<file path="config.mk">
export PLATFORM = sky130hd
export DESIGN_NAME = replacer_compact
export DESIGN_NICKNAME = d
export VERILOG_FILES = /design/src/rtl/replacer_compact.sv
export SDC_FILE = /design/constraint.sdc
export NUM_CORES = 1
export LEC_CHECK = 0
export CORE_MARGIN = 10
export CORE_UTILIZATION = 25
export DETAILED_ROUTE_END_ITERATION = 8
export PLACE_DENSITY_LB_ADDON = 0.05
export SLEW_MARGIN = 20
export SYNTH_ARGS = -nofsm -noshare
export SYNTH_HDL_FRONTEND = slang
export SYNTH_SLANG_ARGS = --single-unit
</file>
<file path="constraint.sdc">
create_clock -name clk -period 5.66 [get_ports clk]
set_input_delay 1.132 -clock clk [delete_from_list [all_inputs] [get_ports clk]]
set_output_delay 1.132 -clock clk [all_outputs]
set_load 0.005 [all_outputs]
</file>
<file path="src/rtl/replacer_compact.sv">
// replacer_compact
//   Run-length encoder for the replacer stream pair. Raw bytes are pulled from a
//   non-show-ahead input FIFO. Bytes equal to KEY are dropped and counted as replace
//   runs. All other bytes are forwarded to the vid FIFO and counted as literal groups.
//   Count bytes go to the cnt FIFO: bit7=1 replace run, bit7=0 literal group,
//   [6:0] = length 1..MAX_CNT.
//
// Ports
//   clk         clock
//   rst         asynchronous active-low reset
//   clk_en      clock enable; state and strobes frozen while low
//   data_in     raw byte, valid the cycle after data_rd
//   last_in     end-of-frame flag travelling with data_in
//   data_empty  input FIFO empty
//   data_rd     input FIFO read strobe (combinational)
//   vid_out     literal byte to the vid FIFO
//   vid_wr      vid FIFO write strobe
//   vid_afull   vid FIFO almost full
//   cnt_out     count byte to the cnt FIFO
//   cnt_wr      cnt FIFO write strobe
//   cnt_afull   cnt FIFO almost full
module replacer_compact #(
  parameter logic [7:0]  KEY     = 8'h00,
  parameter int unsigned MAX_CNT = 127
) (
  input  logic       clk,
  input  logic       rst,
  input  logic       clk_en,
  input  logic [7:0] data_in,
  input  logic       last_in,
  input  logic       data_empty,
  output logic       data_rd,
  output logic [7:0] vid_out,
  output logic       vid_wr,
  input  logic       vid_afull,
  output logic [7:0] cnt_out,
  output logic       cnt_wr,
  input  logic       cnt_afull
);

  typedef enum logic [1:0] {IDLE = 2'd0, LIT = 2'd1, RUN = 2'd2} state_t;

  localparam logic [6:0] MAX_C = 7'(MAX_CNT);

  state_t     state_q, state_d;
  logic [6:0] count_q, count_d;
  logic       byte_valid_q;
  logic       pend_valid_q, pend_valid_d;
  logic [7:0] pend_q, pend_d;
  logic       vid_wr_q, vid_wr_d;
  logic [7:0] vid_out_q, vid_out_d;
  logic       cnt_wr_q, cnt_wr_d;
  logic [7:0] cnt_out_q, cnt_out_d;

  logic       is_key;
  state_t     mode;
  logic       emit;
  logic [7:0] emit_val;
  logic [6:0] count_new;

  // The extra cycle after a last byte (byte_valid & last_in) keeps the next frame's
  // first byte from being read while the flush decision is still pending; a queued
  // pend count blocks reads so the cnt strobe slot is free for it.
  assign data_rd = rst & clk_en & ~data_empty & ~vid_afull & ~cnt_afull
                 & ~pend_valid_q & ~(byte_valid_q & last_in);

  assign is_key = (data_in == KEY);
  assign mode   = is_key ? RUN : LIT;

  always_comb begin
    state_d      = state_q;
    count_d      = count_q;
    pend_valid_d = pend_valid_q;
    pend_d       = pend_q;
    vid_wr_d     = 1'b0;
    vid_out_d    = vid_out_q;
    cnt_wr_d     = 1'b0;
    cnt_out_d    = cnt_out_q;
    emit         = 1'b0;
    emit_val     = 8'h00;
    count_new    = count_q;

    if (pend_valid_q) begin
      // Reads are blocked while pend is held, so no byte competes for this slot.
      cnt_wr_d     = 1'b1;
      cnt_out_d    = pend_q;
      pend_valid_d = 1'b0;
    end else if (byte_valid_q) begin
      if (!is_key) begin
        vid_wr_d  = 1'b1;
        vid_out_d = data_in;
      end

      if (state_q == IDLE) begin
        count_new = 7'd1;
      end else if (state_q == mode) begin
        if (count_q < MAX_C) begin
          count_new = count_q + 7'd1;
        end else begin
          emit      = 1'b1;
          emit_val  = {is_key, MAX_C};
          count_new = 7'd1;
        end
      end else begin
        // Mode switch closes the previous run/group, whose type is the opposite one.
        emit      = 1'b1;
        emit_val  = {~is_key, count_q};
        count_new = 7'd1;
      end

      state_d = mode;
      count_d = count_new;

      if (emit) begin
        cnt_wr_d  = 1'b1;
        cnt_out_d = emit_val;
      end

      if (last_in) begin
        state_d = IDLE;
        count_d = 7'd0;
        if (emit) begin
          // Strobe slot already used this cycle: defer the flush by one.
          pend_valid_d = 1'b1;
          pend_d       = {is_key, count_new};
        end else begin
          cnt_wr_d  = 1'b1;
          cnt_out_d = {is_key, count_new};
        end
      end
    end
  end

  always_ff @(posedge clk or negedge rst) begin
    if (!rst) begin
      state_q      <= IDLE;
      count_q      <= 7'd0;
      byte_valid_q <= 1'b0;
      pend_valid_q <= 1'b0;
      pend_q       <= 8'h00;
      vid_wr_q     <= 1'b0;
      vid_out_q    <= 8'h00;
      cnt_wr_q     <= 1'b0;
      cnt_out_q    <= 8'h00;
    end else if (clk_en) begin
      state_q      <= state_d;
      count_q      <= count_d;
      byte_valid_q <= data_rd;
      pend_valid_q <= pend_valid_d;
      pend_q       <= pend_d;
      vid_wr_q     <= vid_wr_d;
      vid_out_q    <= vid_out_d;
      cnt_wr_q     <= cnt_wr_d;
      cnt_out_q    <= cnt_out_d;
    end
  end

  // Strobe registers hold across disabled cycles; masking keeps a held strobe from
  // being seen as a write while the clock enable is low.
  assign vid_wr  = vid_wr_q & clk_en;
  assign cnt_wr  = cnt_wr_q & clk_en;
  assign vid_out = vid_out_q;
  assign cnt_out = cnt_out_q;

endmodule

</file>
==> run_results.csv <==
group,metric,value,unit
outcome,status,"finished, final reports clean",
synth,synth.avg_cell_area,10.1,um^2
pwr,p_clk_share,35.3,%
synth,syn-instance-count,215,
drt,drc_errors,0,
setup_path,crit_path_end_kind,"primary output",
pwr,power.density,264,nW/um^2
setup_path,worstPathArrival,2.77,ns
place,place_congestion,0.752,
timing,report.final.setup_viol,0,
pwr,seq_power_share,44.8,%
final_layout,finish.utilization,32.0,%
clocking,cts.path.max_buffers,2,
pwr,p_leak,1.16,nW
run,maxCapViolations,0,
final_layout,area_growth_syn_to_layout,23.1,%
synth,synth_most_common_cell,"dfrtp_1",
drt,drt_first_iter_violations,125,
synth,synth_edf_count,0,
setup_path,r2r-start,"count_q[2]$_DFFE_PN0P_",
drt,first_pass_iters,4,
clocking,htreeDepth,2,
synth,netlist_area,2170,um^2
timing,tightest_slew,0.706,ns
setup_path,crit_path_start,"clk_en",
synth,synth_common_cells,"37 x dfrtp_1, 19 x nand2_1, 11 x nor2_1",
timing,slew_headroom,52.6,%
pwr,fin_total_pwr,706,uW
clocking,cts_tree,"yes",
setup_path,start_kind,"primary input",
drt,viasPerCell,4.95,
timing,fin_setup_tns,0,ns
synth,synth_fp_nets,231,
pwr,swShare,26.6,%
pwr,internal_power,518,uW
timing,fin_crit_sh,68.9,%
final_layout,layout.cells.non_filler,347,
setup_path,worstPathRequired,4.53,ns
global_routing,grtUsageTotal,9.59,%
synth,synth_area_leaders,"dfrtp_1 43%, mux2_2 4.2%, nand2_1 3.3%",
drt,vias,1717,
synth,synthArstFlopShare,100,%
clocking,hold_buffers,0,
die,core_area,8340,um^2
die,die_area,12800,um^2
die,die-height,113,um
clocking,clk_pin_slew,0.08,ns
timing,hold_viol,0,
pwr,netSwitchingPower,188,uW
die,start_util,26.0,%
global_routing,grt_max_degree,38,
drt,antenna_left,0,
global_routing,overflow,0,
setup_path,rrSetupSlack,2.63,ns
die,rows,33,
synth,ys_types,63,
synth,ys_seq_elements,37,
clocking,cts_setup_buffers,0,
final_layout,drive_gt1_share,13.2,%
final_layout,fill_cells,886,
clocking,cts_resized,0,
place,io_buffers,33,
clocking,clk_latency,0.30,ns
drt,drt-total-wl,6040,um
setup_path,r2r-end,"pend_q[7]$_DFFE_PN0P_",
drt,wire_per_inst,17.4,um
synth,synth_flop_cell,"dfrtp_1",
worst_hold_path,hp-class,"reg -> reg",
global_routing,antenna_found_initial,0,
final_layout,nets,257,
pwr,peakVddDrop,0.144,mV
synth,netlist.area_leader.share,42.7,%
setup_path,reg2reg_depth,5,
clocking,cts-root-buf,"clkbuf_8",
global_routing,first_global_vias,1772,
synth,yosysSeqAreaShare,42.7,%
setup_path,cp_max_fo,8,
timing,period_minus_slack,3.90,ns
clocking,cts_sinks,37,
setup_path,crit_type,"in -> out",
global_routing,grt_pass1_wl,10100,um
die,io_pins,34,
final_layout,antennaDiodeCount,0,
timing,finalClockSkew,0.00693,ns
timing,rsz0062_at_grt,"false",
die,die_w,113,um
timing,slew_viol_final,0,
place,placed_cells,339,
pwr,combPwrFrac,19.9,%
timing,fmaxAchievable,257,MHz
place,hpwl,4210,um
clocking,cts_buffers,5,
setup_path,endpoint,"data_rd",
synth,synth_warnings,0,
synth,synth.largest_area_cell,"dfrtp_1",
[how the worst min path moves through the flow]
stage / cells past startpoint / start / end / slack [ns]
finish: 1 / pend_q[0]$_DFFE_PN0P_ / pend_q[0]$_DFFE_PN0P_ / 0.48
global route: 1 / pend_q[3]$_DFFE_PN0P_ / pend_q[3]$_DFFE_PN0P_ / 0.51
CTS: 1 / pend_q[0]$_DFFE_PN0P_ / pend_q[0]$_DFFE_PN0P_ / 0.48
detailed placement: 1 / pend_q[0]$_DFFE_PN0P_ / pend_q[0]$_DFFE_PN0P_ / 0.46
global placement: 1 / pend_q[0]$_DFFE_PN0P_ / pend_q[0]$_DFFE_PN0P_ / 0.45
floorplan: 1 / pend_q[0]$_DFFE_PN0P_ / pend_q[0]$_DFFE_PN0P_ / 0.44
[cells in the final DEF, fill, tap and decap left out, drive strengths merged, types with 4 or more instances in the layout]
master,synthesis,routed
a21o,5,5
a21oi,10,10
a22o,6,6
and2,4,4
and3,4,4
clkbuf,6,6
clkdlybuf4s50,0,32
dfrtp,37,37
mux2,9,9
nand2,19,19
nand2b,8,8
nand3,7,7
nand3b,4,4
nor2,12,12
nor2b,9,9
o21ai,10,10
[kinds of logic after synthesis]
family	Yosys count	synth area share (%)
AO/OA/AOI/OAI	66	23.5
XOR/XNOR	4	1.62
adder cells (fa/ha/maj)	1	0.577
buffers and inverters	18	4.50
flip-flops	37	42.7
multiplexers	10	5.13
AND/OR/NAND/NOR	79	22.0
[per-layer routing]
metal | vias up | part of all wire, % | track usage [%]
li1 | 846 | - | -
met1 | 825 | 50 | 13.1
met3 | 5 | 5.4 | 2.91
met2 | 41 | 43 | 14.3
met5 | - | 0 | 0
met4 | 0 | 1.0 | 2.28
[stage by stage]
stage | worst slack [ns] | hold WS, ns | instance area, um^2
CTS | 1.74 | 0.482 | 2670
detailed placement | 1.53 | 0.459 | 2550
global route | 1.66 | 0.512 | 2670
floorplan | 2.93 | 0.440 | 2170
global placement | 1.62 | 0.451 | 2550
finish | 1.76 | 0.476 | 2670
[area by class of cell]
cell class	instances	area [um^2]	share of cell area, %
multi-input cells	160	1150	42.9
flip-flops and latches	37	926	34.7
clock buffers	6	82.6	3.09
well taps	105	131	4.92
clock inverters	2	37.5	1.41
repair buffers	35	340	12.7
inverters	2	7.51	0.281
[critical path, stage by stage]
cell and delay (ns):
clkdlybuf4s50_1 0.62, nor2b_1 0.27, and3_1 0.22, clkdlybuf4s50_1 0.52
[power by group through the flow]
stage | sequential [mW] | clock (mW) | combinational (mW)
2_1_floorplan | 0.318 | 0 | 0.0617
3_3_place_gp | 0.322 | 0 | 0.147
3_5_place_dp | 0.321 | 0 | 0.143
4_1_cts | 0.316 | 0.259 | 0.144
5_1_grt | 0.321 | 0.269 | 0.156
6_report | 0.316 | 0.249 | 0.140
[flip-flops by register name (all words and copies together) (netlist names)]
signal / count
byte_valid_q: 1
cnt_out: 8
cnt_wr_q: 1
count_q: 7
pend_q: 8
pend_valid_q: 1
state_q: 2
vid_out: 8
vid_wr_q: 1
Note: power is estimated with default switching activity, not from simulation.
